==> src/rtl/laser_fire_ctrl.sv <==
// Laser fire control: debounces the fire button, runs the burst/overheat FSM and meters the energy gauge.
// Everything advances once per frame_tick. Define LASER_SHOT_COUNT_EN to add the shot_count port.
module laser_fire_ctrl #(
  parameter int ENERGY_MAX      = 255,
  parameter int DRAIN           = 4,
  parameter int RECHARGE        = 2,
  parameter int MIN_FIRE_ENERGY = 32,
  parameter int RESUME_LEVEL    = 128,
  parameter int DEBOUNCE_FRAMES = 2,
  parameter int MIN_BURST       = 8
) (
  input  logic        clk,
  input  logic        reset,
  input  logic        fire_btn,
  input  logic        frame_tick,
  output logic        shooting,
  output logic [7:0]  energy,
  output logic        overheat,
  output logic        ready
`ifdef LASER_SHOT_COUNT_EN
  ,
  output logic [15:0] shot_count
`endif
);
  localparam logic [8:0] EMAX9  = 9'(ENERGY_MAX);
  localparam logic [8:0] RECH9  = 9'(RECHARGE);
  localparam logic [7:0] DRAIN8 = 8'(DRAIN);
  localparam logic [7:0] MINF8  = 8'(MIN_FIRE_ENERGY);
  localparam logic [7:0] RES8   = 8'(RESUME_LEVEL);
  localparam logic [2:0] DEB3   = 3'(DEBOUNCE_FRAMES);
  localparam logic [3:0] MINB4  = 4'(MIN_BURST);

  typedef enum logic [1:0] {IDLE = 2'd0, FIRING = 2'd1, COOLDOWN = 2'd2} state_t;

  state_t     state_q, state_d;
  logic [1:0] sync_q;
  logic       fire_db_q, fire_db_d;
  logic [2:0] dcnt_q, dcnt_d;
  logic [3:0] burst_q, burst_d;
  logic [7:0] energy_q, energy_d;
  logic       shooting_q, overheat_q, ready_q;
  logic [8:0] sum9;
  logic [7:0] recharged, drained;

  // Recharge in 9 bits so the clamp sees the true sum; drain floors at zero.
  assign sum9      = {1'b0, energy_q} + RECH9;
  assign recharged = (sum9 > EMAX9) ? EMAX9[7:0] : sum9[7:0];
  assign drained   = (energy_q > DRAIN8) ? energy_q - DRAIN8 : 8'd0;

  always_comb begin
    fire_db_d = fire_db_q;
    dcnt_d    = dcnt_q;
    if (frame_tick) begin
      if (sync_q[1] == fire_db_q) begin
        dcnt_d = '0;
      end else if (dcnt_q + 3'd1 == DEB3) begin
        fire_db_d = sync_q[1];
        dcnt_d    = '0;
      end else begin
        dcnt_d = dcnt_q + 3'd1;
      end
    end
  end

  // The FSM sees fire_db_q, i.e. the debounced level from before this tick.
  always_comb begin
    state_d  = state_q;
    energy_d = energy_q;
    burst_d  = burst_q;
    if (frame_tick) begin
      case (state_q)
        IDLE: begin
          if (fire_db_q && energy_q >= MINF8) begin
            state_d = FIRING;
            burst_d = '0;
          end else begin
            energy_d = recharged;
          end
        end
        FIRING: begin
          if (!fire_db_q && burst_q >= MINB4) begin
            state_d = IDLE;
          end else begin
            energy_d = drained;
            if (burst_q != 4'hF) burst_d = burst_q + 4'd1;
            if (drained == 8'd0) state_d = COOLDOWN;
          end
        end
        COOLDOWN: begin
          energy_d = recharged;
          if (recharged >= RES8) state_d = IDLE;
        end
        default: state_d = IDLE;
      endcase
    end
  end

  always_ff @(posedge clk or posedge reset) begin
    if (reset) begin
      sync_q     <= '0;
      fire_db_q  <= 1'b0;
      dcnt_q     <= '0;
      burst_q    <= '0;
      state_q    <= IDLE;
      energy_q   <= EMAX9[7:0];
      shooting_q <= 1'b0;
      overheat_q <= 1'b0;
      ready_q    <= 1'b1;
    end else begin
      sync_q     <= {sync_q[0], fire_btn};
      fire_db_q  <= fire_db_d;
      dcnt_q     <= dcnt_d;
      burst_q    <= burst_d;
      state_q    <= state_d;
      energy_q   <= energy_d;
      shooting_q <= (state_d == FIRING);
      overheat_q <= (state_d == COOLDOWN);
      ready_q    <= (state_d == IDLE) && (energy_d >= MINF8);
    end
  end

  assign shooting = shooting_q;
  assign overheat = overheat_q;
  assign ready    = ready_q;
  assign energy   = energy_q;

`ifdef LASER_SHOT_COUNT_EN
  logic [15:0] shots_q;

  always_ff @(posedge clk or posedge reset) begin
    if (reset) begin
      shots_q <= '0;
    end else if (state_q == IDLE && state_d == FIRING && shots_q != 16'hFFFF) begin
      shots_q <= shots_q + 16'd1;
    end
  end

  assign shot_count = shots_q;
`endif

endmodule

==> config.mk <==
export PLATFORM = sky130hd
export DESIGN_NAME = laser_fire_ctrl
export DESIGN_NICKNAME = d
export VERILOG_FILES = /design/src/rtl/laser_fire_ctrl.sv
export SDC_FILE = /design/constraint.sdc
export NUM_CORES = 1
export LEC_CHECK = 0
export CORE_AREA = 2 2 56 58
export DETAILED_ROUTE_END_ITERATION = 6
export DIE_AREA = 0 0 58 60
export GPL_TIMING_DRIVEN = 0
export PLACE_DENSITY_LB_ADDON = 0.25
export REMOVE_ABC_BUFFERS = 1
export SLEW_MARGIN = 20
export SYNTH_ARGS = -nofsm -noshare
export SYNTH_HDL_FRONTEND = slang
export SYNTH_SLANG_ARGS = --single-unit
==> constraint.sdc <==
create_clock -name clk -period 3.52 [get_ports clk]
set_clock_uncertainty 0.05 [all_clocks]
set_input_delay 0.528 -clock clk [delete_from_list [all_inputs] [get_ports clk]]
set_output_delay 0.528 -clock clk [all_outputs]
set_load 0.03 [all_outputs]
[Yosys cells after proc, flatten, opt, wreduce, memory -nomap -nowiden]
Index checks and enable logic that the tools add are counted.
Storage, ports and cells
  bits in registers: 23
  bits in latches: 0
  RAM bits: 0
  memory bits (read-only): 0
  output and inout port bits: 11
  memories: 0
Cells by class
  add/subtract/negate cells: 4
  $mul: 0
  divide/modulo/power cells: 0
  magnitude comparators: 6
  equality and inequality tests: 10
  shift operators: 0
  muxes and demuxes: 18
  bitwise operators: 1
  reduce and logical (&&, ||, !) cells: 10
Operators with widths (number)
  8-bit 2-to-1 mux: 5
  8-bit case mux with 3 select lines: 1
  8-bit by 6-bit greater-or-equal comparator with 1-bit output, second input constant: 2
  4-bit 2-to-1 mux: 3
  2-bit 2-to-1 mux: 5
  8-bit by 2-bit adder with 9-bit output, second input constant: 1
  9-bit by 8-bit > comparator with 1-bit output, second input constant: 1
  8-bit greater-or-equal comparator, second input constant: 1
  8-bit by 3-bit > comparator with 1-bit output, second input constant: 1
  8-bit zero test: 1
  4-bit case mux with 2 select lines: 1
  8-bit by 3-bit subtractor with 8-bit output, second input constant: 1
  3-bit 2-to-1 mux: 2
  2-bit != test, second input constant: 3
  2-bit case mux with 3 select lines: 1
  5-bit AND reduction: 1
  4-bit by 1-bit adder with 4-bit output, second input constant: 1
  2-bit by 1-bit == test with 1-bit output, second input constant: 2
  2-bit == test, second input constant: 2
  4-bit greater-or-equal comparator, second input constant: 1
  2-bit zero test: 2
  4-bit != test, second input constant: 1
  3-bit by 1-bit adder with 3-bit output, second input constant: 1
  3-bit by 2-bit == test with 1-bit output, second input constant: 1
  6 further kinds: 8

[Logic depth before layout (Yosys ltp)]
Gate-level depths: netlist of the first run.
  word-level depth: 9
  gate-level depth with buffers: 8

[Worst setup path before layout of the first run]
Ideal clock, no wire load.
  path kind: reg2reg
  start: reg energy_q[2] (netlist: energy[2])
  end: reg ready_q (netlist: ready)
  setup time: 0.089 ns
  data arrival time: 2.134 ns
  setup slack: 1.247 ns
  stages on the path, launching flop included: 9
  buffers on the path: 0
  clock period less this slack: 2.273 ns
  cell sequence: dfstp_2 -> inv_1 -> ha_1 -> nor2b_1 -> a31oi_1 -> o21ai_2 -> o2111ai_1 -> a21oi_2 -> a311oi_2
On the way
  word-level cells in the longest chain between the ends: 9
Ends and longest elaborated chain
  start: declaration: line 40  | logic [7:0] energy_q, energy_d;
  start signal: assignment: line 105  | energy_q <= EMAX9[7:0];
  start signal: assignment: line 115  | energy_q <= energy_d;
  8-bit by 2-bit adder with 9-bit output (tied with other cells): line 46  | assign sum9 = {1'b0, energy_q} + RECH9;
  9-bit by 8-bit > comparator with 1-bit output / 8-bit 2-to-1 mux (equally long branches): line 47, 48
  8-bit 2-to-1 mux / 8-bit zero test (equally long branches): line 47, 86
  8-bit greater-or-equal comparator / 2-bit 2-to-1 mux (equally long branches): line 91, 86
  2-bit 2-to-1 mux, on equally long branches: line 91, 81
  2-bit case mux with 3 select lines: line 71  | case (state_q)
  2-bit 2-to-1 mux: line 70  | if (frame_tick) begin
  2-bit zero test: line 118  | ready_q <= (state_d == IDLE) && (energy_d >= MINF8);
  1-bit logical AND *: line 118
  end signal: assignment: line 118
  end: declaration: line 41  | logic shooting_q, overheat_q, ready_q;
Every way passes the cells marked *; elsewhere a longest branch is shown, timed or not.
A chain may end at the register's enable or synchronous reset.

[Final worst setup path of the first run]
Ends and elaborated chain as after synthesis.

==> results of run 1 <==
==> worst min path at each step <==
stage,start,endpoint,depth (start not counted)
after floorplan,sync_q[0],sync_q[1],0
after global placement,sync_q[0],sync_q[1],0
after detailed placement,sync_q[0],sync_q[1],0
after CTS,sync_q[0],sync_q[1],0
after global routing,sync_q[0],sync_q[1],0
final,sync_q[0],sync_q[1],0
==> synthesized netlist by cell type (3+ instances only) <==
cell type  count
a21oi_1        5
a21oi_2        3
dfrtp_1       14
nor2b_1        5
nand2b_1       7
o21ai_1        6
nand4b_1       3
a311oi_2       3
inv_1         13
ha_1          10
nor2_1         8
nor3_1         3
nand2_1       11
xnor2_1        5
dfstp_2        9
a31oi_1        4
o21ai_0        5
nand3_1        7
==> power breakdown <==
group | internal (mW) | leakage (nW) | switching (mW) | total (mW)
clock network | 0.0425 | 0.0177 | 0.0793 | 0.122
logic | 0.342 | 0.428 | 0.468 | 0.810
registers | 0.390 | 0.277 | 0.156 | 0.546
==> state kept, by name, indices dropped and copies added (netlist names), 2 cells and up <==
signal	cells
burst_q	4
dcnt_q	3
energy	8
state_q	2
sync_q	2
==> per-stage QoR <==
step / util (%) / hold slack (ps) / area [um^2] / worst slack [ps]
2_1_floorplan: - / 281 / 1490 / 1240
3_3_place_gp: 57.7 / 295 / 1670 / 853
3_5_place_dp: 57.7 / 287 / 1670 / 823
4_1_cts: 58.6 / 327 / 1700 / 1030
5_1_grt: 58.6 / 337 / 1700 / 875
6_report: 58.6 / 321 / 1700 / 1040
==> cell families after synthesis <==
family	share of synthesized area [%]
DFF	38.1
muxes	2.76
and+or+nand+nor	19.5
xor gates and xnor gates	3.41
AOI/OAI and AO/OA	21.6
adders and majority gates	8.12
buffers and inverters	6.50
==> routing by layer <==
metal / vias up / part of all wire [%]
met4: 0 / 0.72
met2: 27 / 50
met3: 5 / 3.9
met5: - / 0
li1: 596 / -
met1: 582 / 45
==> layout make-up <==
class	instances	area, um^2	area share (%)
clock buffers	3	22.5	1.32
clock inverters	1	5.00	0.294
flip-flops and latches	23	587	34.5
multi-input cells	118	853	50.1
repair buffers	14	140	8.24
inverters	14	52.6	3.09
well taps	33	41.3	2.43
==> critical path: stages, from the launching register on <==
cell and delay, ps:
dfstp_2 660, inv_1 90, ha_1 250, nor2b_1 160, a31oi_1 370, o21ai_2 190, o2111ai_1 270, a21oi_2 100
a311oi_2 250
==> flow_summary.toml, run 1 <==
[placement]
post-place-cells = 202
io_buffers = 14
gp_congestion = 0.850
place_hpwl_um = 2330

[power_and_ir_drop]
p_total_mw = 1.48
p_per_area_nw_per_um2 = 869
p_leak_nw = 0.722
ir_worst_vdd_mv = 0.507

[routing]
antenna_left = 0
vias = 1210
drc_errors = 0
avgViaCountPerCell = 5.87
drtIter0Drc = 29
wirelength_um = 3070
drtPass1Iterations = 4
routedWlPerCell_um = 14.9

[run_status]
status = "complete, no violations"

[clocking]
cts_resized = 0
worst_skew_pair.late_latency_ps = 320
ctsHoldBuffers = 0
cts_htree_levels = 1
cts_sinks = 23
post_cts_buffers = 0
cts_buffers = 3
root_buffer = "clkbuf_4"
clk_path_buf_depth = 2
cts.reportedPaths.clkPinSlew_ps = 130
cts_tree = "done"

[logic_synthesis]
synthCells = 162
synth.top_cell.area_share_pct = 22.7
yosys-top-cells-area = "dfrtp_1, dfstp_2, ha_1"
ys_warn_count = 0
yosysTopAreaCell = "dfrtp_1"
ys_seq_area_share_pct = 38.1
synth-edff-count = 0
ys.flop_type = "dfrtp_1"
ys_ff_latch = 23
async_reset_ff_share_pct = 100
synth_area_um2 = 1540
synth_cell_types = 48
avgSynthCellArea_um2 = 9.51

[critical_path]
arrival_ps = 2660
endpoint = "ready"
crit_type = "reg -> reg"
end_kind = "flop"
r2r-end = "ready"
rr_startpoint = "energy[2]"
r2r_cells = 8
worstSetupStartpointType = "flop"
crit_path_start = "energy[2]"
critPathMaxFanout = 11
cp.required_ps = 3700
reg2reg_setup_slack_ps = 1040

[finish]
antennaDiodeCount = 0
nNetsFinal = 188
fillers = 265
layout-drive-gt1-share_pct = 16.8
fin_cells = 206
area_growth_pct = 10.5
final_cell_mix = "dfrtp_1, clkdlybuf4s50_1, inv_1"

[global_routing]
grt_antenna_before_repair = 0
globalRoute.busiestLayer = "met2"
grt_overflow = 0
gr-usage-met3_pct = 2.81
use_met1_pct = 24.5
grt_max_degree = 24
grt_pass1_vias = 1200
track_usage_pct = 19.4
grt_pass1_wl_um = 5200
gr-usage-met2_pct = 34.3

[floorplan]
die_h_um = 60
row_count = 20
initial_utilization_pct = 53.1
die_w_um = 58
pin_count = 15
core_um2 = 2900
die_area_um2 = 3480

[timing]
max_freq_ghz = 0.403
setup_viol = 0
rsz0062_at_grt = "no"
finalHoldViolations = 0
slew_viol_final = 0
finalCritPeriodShare_pct = 70.5
period_minus_slack_ps = 2480
tightest_slew_ps = 847
setup_tns_ps = 0
slew_headroom_pct = 43.5

[hold_path]
hp-class = "reg -> reg"

[flow_run]
max_cap_viol_count = 0
Note: power is estimated with default switching activity, not from simulation.
==> run 2: changes to the inputs <==
- clock period: 3.52 -> 2.37 ns (I/O delays scaled with it)
==> flow_summary.toml, run 2 (same netlist as run 1, synthesis figures left out) <==
[timing]
slew_viol_final = 0
tightest_slew_ps = 851
setup_viol = 0
finalCritPeriodShare_pct = 94.6
period_minus_slack_ps = 2240
finalHoldViolations = 0
slew_headroom_pct = 43.2
max_freq_ghz = 0.446
rsz0062_at_grt = "no"

[placement]
place_area_um2 = 1670
post-place-cells = 202
place_hpwl_um = 2330
io_buffers = 14
gp_congestion = 0.850

[floorplan]
initial_utilization_pct = 53.1
die_h_um = 60
row_count = 20
core_um2 = 2900
die_area_um2 = 3480
die_w_um = 58
pin_count = 15

[global_routing]
grt_max_degree = 24
grt_pass1_wl_um = 5290
grt_overflow = 0
grt_antenna_before_repair = 0
grt_pass1_vias = 1207
track_usage_pct = 19.8

[clocking]
clk_path_buf_depth = 2
cts_tree = "done"
worst_skew_pair.late_latency_ps = 310
cts_buffers = 3
root_buffer = "clkbuf_4"
cts_sinks = 23
cts_htree_levels = 1
ctsHoldBuffers = 0
cts.reportedPaths.clkPinSlew_ps = 130

[routing]
drtIter0Drc = 31
avgViaCountPerCell = 5.89
drc_errors = 0
routedWlPerCell_um = 14.7
antenna_left = 0
drtPass1Iterations = 4
vias = 1243
wirelength_um = 3110

[critical_path]
critPathMaxFanout = 10
reg2reg_setup_slack_ps = 130
arrival_ps = 2420
crit_path_start = "energy[1]"
end_kind = "flop"
path_cells = "ha_1 -> xnor2_1 -> nor3b_2 -> a31oi_1 -> a311oi_2 -> a21oi_2 -> a311oi_2"
crit_type = "reg -> reg"
cp.required_ps = 2550
max_stage_delay_ps = 650
worstSetupStartpointType = "flop"
cp_slowest_cell = "dfstp_2"
rr_startpoint = "energy[1]"
crit_path_frequent_cell = "a311oi_2"

[finish]
antennaDiodeCount = 0
final_cell_mix = "dfrtp_1, clkdlybuf4s50_1, inv_1"
layout-drive-gt1-share_pct = 20.2
largest_reg_flops = 8
area_growth_pct = 13.7
nNetsFinal = 193
fin_cells = 211
stdcell_area_um2 = 1750

[power_and_ir_drop]
p_leak_nw = 0.748
ir_worst_vdd_mv = 0.799
p_total_mw = 2.27
p_per_area_nw_per_um2 = 1300

[hold_path]
hp-class = "reg -> reg"
min_from = "sync_q[0]"

[run_status]
status = "complete, no violations"

[flow_run]
max_cap_viol_count = 0
[run 2: cell types whose count changed in the layout (fill, tap and decap cells not counted), sizes merged]
cell,before,now
buf,0,5
[run 2: per-layer routing]
metal / GRT usage [%] / up-vias / part of all wire, %
met5: 0 / - / 0
met4: 5.98 / 0 / 1.2
met3: 2.60 / 5 / 3.2
met2: 34.9 / 27 / 50
met1: 25.2 / 605 / 45
li1: - / 606 / -
[run 2: area by class of cell]
type,instances,area (um^2)
Clock buffer,3,22.5
Clock inverter,1,5.00
Fill cell,256,1150
Inverter,14,52.6
Multi-Input combinational cell,118,866
Sequential cell,23,587
Tap cell,33,41.3
Timing Repair Buffer,19,178
[run 2: critical path, delay by kind of cell (launching register included)]
| kind | cells | cell delay (ps) |
|---|---|---|
| AOI/OAI and AO/OA | 4 | 880 |
| DFF | 1 | 650 |
| adders and majority gates | 1 | 250 |
| and+or+nand+nor | 1 | 240 |
| xor gates and xnor gates | 1 | 100 |
[run 2: stage by stage]
| step | utilization [%] | setup TNS [ps] | worst slack [ps] | hold slack, ps |
|---|---|---|---|---|
| finish | 60.3 | 0 | 127 | 321 |
| floorplan | - | 0 | 88.4 | 281 |
| CTS | 59.4 | 0 | 27.4 | 327 |
| detailed placement | 57.7 | -163 | -155 | 287 |
| global route | 60.3 | 0 | 14.8 | 337 |
| global placement | 57.7 | -129 | -124 | 295 |
[run 2: power breakdown]
part	leakage [nW]	internal (mW)	switching (mW)
registers	0.277	0.579	0.209
clock network	0.0177	0.0631	0.116
logic	0.454	0.564	0.743
[run 2: worst paths after layout]
kind,endpoint,cells past startpoint
hold reg to reg,sync_q[1],0
hold / removal,sync_q[1],0
max in group asynchronous,fire_db_q,2
setup / recovery,ready,7
min in group asynchronous,dcnt_q[2],2
setup reg to reg,ready,7
[run 2: timing repair]
action | 4_1_cts | 5_1_grt
setup buffers | 2 | 3
setup endpoints to repair | 3 | 3
resized for setup | 1 | 2
cloned | 0 | 0
hold endpoints to repair | 0 | 0
pin swaps | 0 | 1
==> run 3: changes to the inputs <==
==> constraint.sdc (replaced) <==
create_clock -name clk -period 2.37 [get_ports clk]
set_clock_uncertainty 0.05 [all_clocks]
set_input_delay 0.474 -clock clk [delete_from_list [all_inputs] [get_ports clk]]
set_output_delay 0.474 -clock clk [all_outputs]
set_load 0.03 [all_outputs]
==> flow_summary.toml, run 3 (same netlist as run 1, synthesis figures left out) <==
[run_status]
status = "complete, no violations"

[finish]
final_cell_mix = "dfrtp_1, clkdlybuf4s50_1, inv_1"
fin_cells = 211
fillers = 258
layout-drive-gt1-share_pct = 20.2
largest_reg_flops = 8
final_util_pct = 60.6
stdcell_area_um2 = 1760
area_growth_pct = 14.1
nNetsFinal = 193
antennaDiodeCount = 0

[global_routing]
grt_max_degree = 24
grt_antenna_before_repair = 0
grt_pass1_wl_um = 5310
track_usage_pct = 19.8
grt_overflow = 0
grt_pass1_vias = 1228

[power_and_ir_drop]
p_per_area_nw_per_um2 = 1300
p_total_mw = 2.28
clkPwrFrac_pct = 7.8
power_frac_comb_pct = 57.4
power.net_switching_mw = 1.07
swShare_pct = 46.9
p_int_mw = 1.21
power_frac_seq_pct = 34.8
p_leak_nw = 0.744
ir_worst_vdd_mv = 0.830

[timing]
tightest_slew_ps = 851
finalHoldViolations = 0
rsz0062_at_grt = "no"
max_freq_ghz = 0.442
period_minus_slack_ps = 2260
finalCritPeriodShare_pct = 95.5
setup_tns_ps = 0
setup_slack_ps = 108
setup_viol = 0
hold_ws_ps = 321
slew_viol_final = 0
slew_headroom_pct = 43.2

[floorplan]
die_area_um2 = 3480
pin_count = 15
row_count = 20
initial_utilization_pct = 53.1
die_h_um = 60
core_um2 = 2900
die_w_um = 58

[clocking]
cts.reportedPaths.clkPinSlew_ps = 110
cts_htree_levels = 1
clk_path_buf_depth = 2
cts_tree = "done"
cts_buffers = 3
cts_sinks = 23
worst_skew_pair.late_latency_ps = 310
root_buffer = "clkbuf_4"

[flow_run]
max_cap_viol_count = 0

[critical_path]
critPathTopFamily = "buffers and inverters"
cp.required_ps = 1850
crit_type = "reg -> out"
critPathMaxFanout = 13
path_buf_inv = 1
arrival_ps = 1740
end_kind = "output pin"
cp_slowest_cell = "clkdlybuf4s50_1"
max_stage_delay_ps = 730
worstSetupStartpointType = "flop"
path_cells = "clkdlybuf4s50_1"

[routing]
wirelength_um = 3070
wl_met3_um = 89
top_layer = "met4"
drtIter0Drc = 31
antenna_left = 0
wl_met1_um = 1390
avgViaCountPerCell = 5.85
routedWlPerCell_um = 14.6
wl_met2_um = 1550
drtPass1Iterations = 5
vias = 1235
drc_errors = 0

[placement]
post-place-cells = 202
place_hpwl_um = 2330
place_area_um2 = 1670
dp_slack_ps = -273
io_buffers = 14
gp_congestion = 0.850

[hold_path]
hp-class = "reg -> reg"
==> run 3: path summary, 6_finish.rpt <==
check / from / cells after the start / endpoint / slack [ps]
max: energy[4] / 1 / energy[4] / 110
min: sync_q[0] / 0 / sync_q[1] / 320
max reg2reg: energy[2] / 8 / ready / 130
min reg2reg: sync_q[0] / 0 / sync_q[1] / 320
max in group asynchronous: reset / 2 / fire_db_q / 1170
min in group asynchronous: reset / 2 / dcnt_q[2] / 570
==> run 3: routing by layer <==
metal / global-route usage (%) / vias to the layer above
li1: - / 608
met1: 24.9 / 601
met2: 34.9 / 19
met3: 2.81 / 7
met4: 6.31 / 0
met5: 0 / -
==> run 3: final cells by class <==
type | instances | area, um^2 | share of cell area (%)
Sequential cell | 23 | 587 | 33.4
Tap cell | 33 | 41.3 | 2.35
Multi-Input combinational cell | 118 | 872 | 49.6
Inverter | 14 | 52.6 | 2.99
Timing Repair Buffer | 19 | 178 | 10.1
Clock inverter | 1 | 5.00 | 0.285
Clock buffer | 3 | 22.5 | 1.28
==> run 3: timing repair <==
item,4_1_cts,5_1_grt
cloned,0,0
resized for setup,1,3
pin swaps,0,1
setup endpoints to repair,3,3
buffers inserted,3,2
hold buffers,0,0
==> run 3: power groups by stage <==
stage	clock network, mW	registers, mW	logic, mW
2_1_floorplan	0	0.895	0.777
3_3_place_gp	0	0.807	1.17
3_5_place_dp	0	0.815	1.20
4_1_cts	0.187	0.798	1.27
5_1_grt	0.200	0.824	1.44
6_report	0.178	0.794	1.31
